File: src/rtl/if_id_skid_reg_pkg.sv
// rv32i_pipe_pkg: shared types and constants for the RV32I pipeline stage registers.
//   NOP_INSTR     - canonical bubble instruction (addi x0,x0,0)
//   skid_state_e  - occupancy of a two-slot skid register
//   fetch_beat_t  - IF/ID payload template at default widths, for other stage registers
package rv32i_pipe_pkg;

    localparam logic [31:0] NOP_INSTR = 32'h0000_0013;

    typedef enum logic [1:0] {
        EMPTY = 2'd0,
        MAIN  = 2'd1,
        SKID  = 2'd2
    } skid_state_e;

    typedef struct packed {
        logic [31:0] pc;
        logic [31:0] pc_plus_4;
        logic [31:0] instr;
        logic [0:0]  sb;
    } fetch_beat_t;

endpackage

File: src/rtl/if_id_skid_reg_if.sv
// if_id_skid_reg_if: fetch-to-decode handshake bundle.
//   in_*  : upstream beat offered by fetch (in_ready flows back)
//   out_* : downstream beat offered to decode (out_ready flows back)
//   master: the side that drives fetch beats and decode ready
//   slave : the skid register itself
interface if_id_skid_reg_if #(
    parameter int XLEN = 32,
    parameter int ILEN = 32,
    parameter int SB_W = 1
);
    logic            in_valid;
    logic            in_ready;
    logic [XLEN-1:0] in_pc;
    logic [ILEN-1:0] in_instr;
    logic [SB_W-1:0] in_sb;

    logic            out_valid;
    logic            out_ready;
    logic [XLEN-1:0] out_pc;
    logic [XLEN-1:0] out_pc_plus_4;
    logic [ILEN-1:0] out_instr;
    logic [SB_W-1:0] out_sb;

    modport master (
        output in_valid, in_pc, in_instr, in_sb, out_ready,
        input  in_ready, out_valid, out_pc, out_pc_plus_4, out_instr, out_sb
    );

    modport slave (
        input  in_valid, in_pc, in_instr, in_sb, out_ready,
        output in_ready, out_valid, out_pc, out_pc_plus_4, out_instr, out_sb
    );
endinterface

File: src/rtl/if_id_skid_reg_pipe_slot.sv
// pipe_slot: W-bit payload register with load enable and async active-low clear.
//   clk, rst_n : clock, async clear to zero
//   load       : capture d on the rising edge
//   d, q       : payload in / held payload
module pipe_slot #(
    parameter int W = 8
) (
    input  logic         clk,
    input  logic         rst_n,
    input  logic         load,
    input  logic [W-1:0] d,
    output logic [W-1:0] q
);
    always_ff @(posedge clk or negedge rst_n) begin
        if (!rst_n)    q <= '0;
        else if (load) q <= d;
    end
endmodule

File: src/rtl/if_id_skid_reg.sv
// if_id_skid_reg: IF/ID pipeline register with valid/ready handshake, one-entry
// skid buffer and synchronous flush.
//   clk, rst_n : clock, async active-low reset
//   flush      : squash every held and incoming beat (redirect)
//   bus        : fetch-side in_* and decode-side out_* handshake
// Outputs always come from the main slot; the skid slot only absorbs the one
// beat that arrives in the cycle decode stalls. in_ready/out_valid decode the
// state register only, so there is no combinational ready or data path.
module if_id_skid_reg #(
    parameter int              XLEN      = 32,
    parameter int              ILEN      = 32,
    parameter int              SB_W      = 1,
    parameter logic [ILEN-1:0] NOP_INSTR = ILEN'(rv32i_pipe_pkg::NOP_INSTR)
) (
    input  logic                clk,
    input  logic                rst_n,
    input  logic                flush,
    if_id_skid_reg_if.slave     bus
);
    import rv32i_pipe_pkg::*;

    localparam int W = 2*XLEN + ILEN + SB_W;

    skid_state_e state, state_n;
    logic        accept, take;
    logic        main_ld, skid_ld, main_from_skid;
    logic [W-1:0] in_beat, main_d, main_q, skid_q;

    logic [XLEN-1:0] m_pc, m_pc4;
    logic [ILEN-1:0] m_instr;
    logic [SB_W-1:0] m_sb;

    // pc+4 is taken at capture so decode never waits on the adder.
    assign in_beat = {bus.in_pc, bus.in_pc + XLEN'(4), bus.in_instr, bus.in_sb};
    assign main_d  = main_from_skid ? skid_q : in_beat;

    pipe_slot #(.W(W)) u_main (
        .clk   (clk),
        .rst_n (rst_n),
        .load  (main_ld),
        .d     (main_d),
        .q     (main_q)
    );

    pipe_slot #(.W(W)) u_skid (
        .clk   (clk),
        .rst_n (rst_n),
        .load  (skid_ld),
        .d     (in_beat),
        .q     (skid_q)
    );

    always_ff @(posedge clk or negedge rst_n) begin
        if (!rst_n) state <= EMPTY;
        else        state <= state_n;
    end

    assign bus.in_ready  = (state != SKID);
    assign bus.out_valid = (state != EMPTY);
    assign accept        = bus.in_valid  && bus.in_ready;
    assign take          = bus.out_valid && bus.out_ready;

    always_comb begin
        state_n        = state;
        main_ld        = 1'b0;
        skid_ld        = 1'b0;
        main_from_skid = 1'b0;
        if (flush) begin
            // Anything accepted now is dropped; a take this cycle still counts.
            state_n = EMPTY;
        end else begin
            unique case (state)
                EMPTY: if (accept) begin
                    state_n = MAIN;
                    main_ld = 1'b1;
                end
                MAIN: begin
                    if (accept && take) begin
                        main_ld = 1'b1;
                    end else if (accept) begin
                        state_n = SKID;
                        skid_ld = 1'b1;
                    end else if (take) begin
                        state_n = EMPTY;
                    end
                end
                SKID: if (take) begin
                    state_n        = MAIN;
                    main_ld        = 1'b1;
                    main_from_skid = 1'b1;
                end
                default: state_n = EMPTY;
            endcase
        end
    end

    assign {m_pc, m_pc4, m_instr, m_sb} = main_q;

    assign bus.out_pc        = bus.out_valid ? m_pc    : '0;
    assign bus.out_pc_plus_4 = bus.out_valid ? m_pc4   : '0;
    assign bus.out_instr     = bus.out_valid ? m_instr : NOP_INSTR;
    assign bus.out_sb        = bus.out_valid ? m_sb    : '0;

endmodule

File: src/flat_wrapper.sv
// flat-port wrapper written by rule: the top's interface ports become plain ports
module if_id_skid_reg_flat import rv32i_pipe_pkg::*;
#(
    parameter int              XLEN      = 32,
    parameter int              ILEN      = 32,
    parameter int              SB_W      = 1,
    parameter logic [ILEN-1:0] NOP_INSTR = ILEN'(rv32i_pipe_pkg::NOP_INSTR)
)
  (clk, rst_n, flush, bus_in_valid, bus_in_pc, bus_in_instr, bus_in_sb, bus_out_ready, bus_in_ready, bus_out_valid, bus_out_pc, bus_out_pc_plus_4, bus_out_instr, bus_out_sb);
  if_id_skid_reg_if #(.XLEN(XLEN), .ILEN(ILEN), .SB_W(SB_W)) bus_i ();
  input  logic clk;
  input  logic rst_n;
  input  logic flush;
  input wire logic [$bits(bus_i.in_valid)-1:0] bus_in_valid;
  input wire logic [$bits(bus_i.in_pc)-1:0] bus_in_pc;
  input wire logic [$bits(bus_i.in_instr)-1:0] bus_in_instr;
  input wire logic [$bits(bus_i.in_sb)-1:0] bus_in_sb;
  input wire logic [$bits(bus_i.out_ready)-1:0] bus_out_ready;
  output wire logic [$bits(bus_i.in_ready)-1:0] bus_in_ready;
  output wire logic [$bits(bus_i.out_valid)-1:0] bus_out_valid;
  output wire logic [$bits(bus_i.out_pc)-1:0] bus_out_pc;
  output wire logic [$bits(bus_i.out_pc_plus_4)-1:0] bus_out_pc_plus_4;
  output wire logic [$bits(bus_i.out_instr)-1:0] bus_out_instr;
  output wire logic [$bits(bus_i.out_sb)-1:0] bus_out_sb;
  assign bus_i.in_valid = bus_in_valid;
  assign bus_i.in_pc = bus_in_pc;
  assign bus_i.in_instr = bus_in_instr;
  assign bus_i.in_sb = bus_in_sb;
  assign bus_i.out_ready = bus_out_ready;
  assign bus_in_ready = bus_i.in_ready;
  assign bus_out_valid = bus_i.out_valid;
  assign bus_out_pc = bus_i.out_pc;
  assign bus_out_pc_plus_4 = bus_i.out_pc_plus_4;
  assign bus_out_instr = bus_i.out_instr;
  assign bus_out_sb = bus_i.out_sb;
  if_id_skid_reg #(.XLEN(XLEN), .ILEN(ILEN), .SB_W(SB_W), .NOP_INSTR(NOP_INSTR)) u_core (.clk(clk), .rst_n(rst_n), .flush(flush), .bus(bus_i));
endmodule
File: config.mk
export PLATFORM = sky130hd
export DESIGN_NAME = if_id_skid_reg_flat
export DESIGN_NICKNAME = d
export VERILOG_FILES = /design/src/rtl/if_id_skid_reg_pkg.sv /design/src/rtl/if_id_skid_reg_if.sv /design/src/rtl/if_id_skid_reg_pipe_slot.sv /design/src/rtl/if_id_skid_reg.sv /design/src/flat_wrapper.sv
export SDC_FILE = /design/constraint.sdc
export NUM_CORES = 1
export LEC_CHECK = 0
export BUFFER_PORTS_ARGS = -buffer_cell sky130_fd_sc_hd__buf_4
export CAP_MARGIN = 20
export CORE_MARGIN = 2
export CORE_UTILIZATION = 52
export CTS_BUF_LIST = sky130_fd_sc_hd__clkbuf_4 sky130_fd_sc_hd__clkbuf_8
export CTS_CLUSTER_DIAMETER = 100
export CTS_CLUSTER_SIZE = 16
export DETAILED_ROUTE_END_ITERATION = 8
export PLACE_DENSITY = 0.8
export SLEW_MARGIN = 30
export SYNTH_ARGS = -nofsm -noshare
export SYNTH_HDL_FRONTEND = slang
export SYNTH_SLANG_ARGS = --single-unit
File: constraint.sdc
create_clock -name clk -period 1.9 [get_ports clk]
set_input_delay 0.38 -clock clk [delete_from_list [all_inputs] [get_ports clk]]
set_output_delay 0.38 -clock clk [all_outputs]
set_load 0.02 [all_outputs]
# --- Word level (Yosys, flattened, before mapping) ---
# Cells that the tools add are included.
totals:
  output_inout_bits: 99
  regBits: 196
  word_cells: 39
  in_bits: 70
classes:
  n_eq_ne: 7
  muxes: 22
  reduce_logical: 6
  add_sub_neg: 1
op_table:
  columns: ["op", "n"]
  rows:
  - ["$mux W97", 1]
  - ["$mux W32", 3]
  - ["$add A32 B3 Y32 const B", 1]
  - ["$mux W2", 6]
  - ["$mux W1", 10]
  - ["$ne A3 B2 Y1 const B", 2]
  - ["$pmux W2 S3", 1]
  - ["$ne A4 B2 Y1 const B", 1]
  - ["$reduce_and A4 Y1", 1]
  - ["$logic_and A1 B1 Y1", 3]
  - ["$ne A3 B3 Y1 const B", 1]
  - ["$pmux W1 S3", 1]
  - ["$eq A2 B1 Y1 const B", 1]
  - ["$eq A2 B2 Y1 const B", 1]
  - ["$logic_not A2 Y1", 1]
  - ["$ne A2 B2 Y1 const B", 1]
  - ["$reduce_bool A2 Y1", 1]

# --- Logic depth before layout (Yosys ltp) ---
depth:
  ltp_word: 7
  mapped_depth: 7

# --- Cells and area by module ---
# Synthesis repeated with hierarchy kept, for this count alone.
hier_totals:
  hier_cells: 919
  hier_area_um2: 10062.2
modules_own_cells:
  columns: ["mod", "instances", "area_per_inst_um2", "seq_area_each_um2", "cells_per_inst"]
  rows:
  - ["pipe_slot", 2, 3718.6, 2427.3, 205]
  - ["if_id_skid_reg", 1, 2625.0, 50.0, 509]

# --- Worst setup path after synthesis ---
# Ideal clock, no wire load.
synth_timing:
  kind: "register to output"
  startpoint: "register u_core.state[0]"
  endpoint: "output bus_out_pc_plus_4[0]"
  arrival_time_ps: 1617
  stages_incl_launch_ff: 7
  n_path_buf: 4
  setup_slack_ps: -97
  cell_sequence: "dfrtp_1 or2_2 clkbuf_1 clkbuf_1 clkbuf_1 and2_1 buf_4"
synth_between:
  elab_chain_len: 2
synth_lines:
  columns: ["element", "line", "rtl"]
  rows:
  - ["from (decl)", "if_id_skid_reg.sv:24", "skid_state_e state, state_n;"]
  - ["from (signal assigned)", "if_id_skid_reg.sv:55", "else state <= state_n;"]
  - ["$reduce_bool A2 Y1", "if_id_skid_reg.sv:59", "assign bus.out_valid = (state != EMPTY);"]
  - ["$mux W32", "if_id_skid_reg.sv:100", "assign bus.out_pc_plus_4 = bus.out_valid ? m_pc4 : '0;"]
  - ["to (decl)", "flat_wrapper.sv:22", "output wire logic [$bits(bus_i.out_pc_plus_4)-1:0] bus_out_pc_plus_4;"]
# Every way passes these cells.

# --- Worst setup path after layout ---
layout_timing:
  startpoint: "register u_core.state[0]"
  endpoint: "output bus_out_instr[5]"
layout_between:
  elab_chain_len: 2
layout_lines:
  columns: ["element", "line", "rtl"]
  rows:
  - ["$reduce_bool A2 Y1", "if_id_skid_reg.sv:59", null]
  - ["$mux W32", "if_id_skid_reg.sv:101", "assign bus.out_instr = bus.out_valid ? m_instr : NOP_INSTR;"]
  - ["to (decl)", "flat_wrapper.sv:23", "output wire logic [$bits(bus_i.out_instr)-1:0] bus_out_instr;"]
# Every way passes these cells.

==> results.tsv <==
metric	value	unit
wl_per_cell	17.12	um
grt_pass1_vias	7382	
grt_pass1_wl	35790	um
clk_pin_slew	0.09	ns
cp_max_fo	31	
cts_buffers	17	
synthesis.nets	1135	
dp_hpwl	14600	um
die-area	0.01842	mm^2
netlist_area	0.009021	mm^2
multi_input_area	0.004008	mm^2
die_h	135.7	um
leakagePower	5.792	nW
peakVddDrop	553.8	uV
rows	48	
vias_per_cell	5.479	
ys_types	40	
drtIter0Drc	833	
setup_ws	-0.1674	ns
power	0.01104	W
io_pins	169	
drtPass1Iterations	5	
drive_gt1_share	24.60	%
n_antenna_cell	0	
drcViolationCount	0	
ys_ff_latch	192	
yosys.area.top_type	dfrtp_1	
grt_setup_unrepaired	yes	
fin_nets	1315	
post-route-period-util	108.8	%
synth-seq-area-share	53.26	%
worst_slew_pin_slew	0.4208	ns
core_area	0.01712	mm^2
synth-main-ff-cell	dfrtp_1	
num_vias	8115	
start_util	52.70	%
setup_viol	158	
antenna_found_initial	0	
yosys_warnings	0	
regArea	0.004805	mm^2
die_x	135.7	um
hold_class	in2reg	
fmax	0.4837	GHz
fillerInstances	1288	
area_delta_synth_final	33.31	%
finalWirelength	25350	um
synth_edf_count	0	
path_class	reg2out	
cts_sinks	192	
fin_skew	0.01148	ns
grt_start_max_net_pins	86	
track_usage	24.36	%
syn_inst	1064	
root_buffer	clkbuf_8	
clk_path_buf_depth	2	
endpoint_kind	primary output	
critPathRequiredTime	1.52	ns
syn_avg_cell_area	8.479	um^2
maxSlewViolCount	0	
finalCriticalPeriod	2.067	ns
cap_viol_max_count	0	
clock_latency	0.45	ns
hold_viol_final	0	
critPathArrivalTime	1.69	ns
violations	setup timing	
portBuffers	168	
timing.slew.headroom	71.95	%
globalplace.congestion	0.7999	
synth_top_area_share	53.26	%
drtAntennaViolNets	0	
synthTopCellsByArea	dfrtp_1, nand2_1, and2_1, a31oi_1, nor2_1	
powerDensity	918.2	mW/mm^2
htree_num_levels	4	
start_kind	flop	
cts_tree	yes	
synthArstFlopShare	100.0	%
grt_overflow	0	
status	finished, violations left	
place_worst_setup_slack	0.02483	ns
-- cell usage after synthesis, types with 5 or more instances --
cell type / n
nand2_1: 373
dfrtp_1: 192
and2_1: 93
nor2_1: 81
a31oi_1: 66
clkbuf_1: 50
o21ai_0: 43
nand3_1: 22
a22oi_1: 20
xor2_1: 17
buf_2: 16
o21ai_1: 12
a21oi_1: 10
xnor2_1: 10
buf_1: 7
nand4_1: 7
nand2b_1: 6
and3_1: 5
-- cell usage in the layout, fill, tap and decap left out, types with 20 or more instances in the layout --
cell	synthesis	routed
a31oi_1	66	66
o21ai_0	43	40
a22oi_1	20	20
nand3_1	22	21
buf_4	3	156
buf_12	0	20
dfrtp_1	192	192
and2_1	93	69
nor2_1	81	80
nand2_1	373	373
and2_4	0	24
clkbuf_8	0	24
buf_6	2	43
-- power breakdown --
group,switching (W),internal [W]
Combinational,0.00146,0.00134
Clock,0.00141,0.00138
Sequential,0.000494,0.00497
-- per-stage QoR --
| stage | utilization [%] | hold WS [ns] | TNS, ns | cells | instance area (um^2) |
|---|---|---|---|---|---|
| final | 70.26 | 0.1207 | -15.79 | 1481 | 12030 |
| after global routing | 70.26 | 0.09883 | -27.14 | 1481 | 12030 |
| after CTS | 66.26 | 0.1045 | -14.02 | 1451 | 11340 |
| after detailed placement | 62.91 | 0.3573 | 0 | 1417 | 10770 |
| after global placement | 62.91 | 0.3578 | 0 | 1417 | 10770 |
| after floorplan | - | 0.08441 | -0.09172 | 1064 | 9025 |
-- state kept, by name, indices dropped and copies added (netlist names) --
name,cells
u_core.state,2
u_core.u_main.q,95
u_core.u_skid.q,95
-- critical path, stage by stage (launching register included) --
cell and delay (ns):
dfrtp_1 0.41, or2_4 0.30, clkbuf_16 0.20, and2_1 0.17
buf_4 0.15
-- cell families (layout without fill, tap and decap cells) --
logic type / Yosys count / after routing / synth area share (%)
and+or+nand+nor: 603 / 603 / 29.47
DFF: 192 / 192 / 53.26
AOI/OAI and AO/OA: 160 / 160 / 10.62
buffers and inverters: 81 / 273 / 3.884
xor gates and xnor gates: 27 / 27 / 2.621
adders and majority gates: 1 / 1 / 0.1387
-- layer usage --
metal	GRT usage (%)	up-vias	routed length, um
met5	0	-	0
met4	7.870	0	632
met3	3.704	37	1630
met2	40.63	306	12140
met1	32.90	3932	10950
li1	-	3840	-
-- path summary, 6_finish.rpt --
path,from,endpoint,slack [ns],depth (start not counted)
worst max register to register,u_core.state[1],u_core.u_main.q[51],-0.12,11
max in group asynchronous,rst_n,u_core.u_skid.q[93],0.87,3
worst max-delay path,u_core.state[0],bus_out_instr[5],-0.17,4
worst min register to register,u_core.u_skid.q[96],u_core.u_skid.q[96],0.48,2
worst min-delay path,bus_in_instr[0],u_core.u_skid.q[1],0.12,3
min in group asynchronous,rst_n,u_core.u_skid.q[79],0.43,2
-- final cells by class --
class | count | share of cell area, %
multi-input cells | 791 | 33.32
flip-flops and latches | 192 | 39.95
well taps | 225 | 2.341
repair buffers | 239 | 20.81
inverters | 3 | 0.09363
clock buffers | 23 | 2.632
clock inverters | 8 | 0.8531
-- repair_timing --
item / 4_1_cts / 5_1_grt
pin swaps: 0 / 7
buffers inserted: 2 / 10
gates cloned: 0 / 21
hold buffers: 1 / 0
endpoints found under the hold margin: 43 / 0
resized for setup: 40 / 54
endpoints found under the setup margin: 98 / 179
Power figures use the tool's default switching activity.
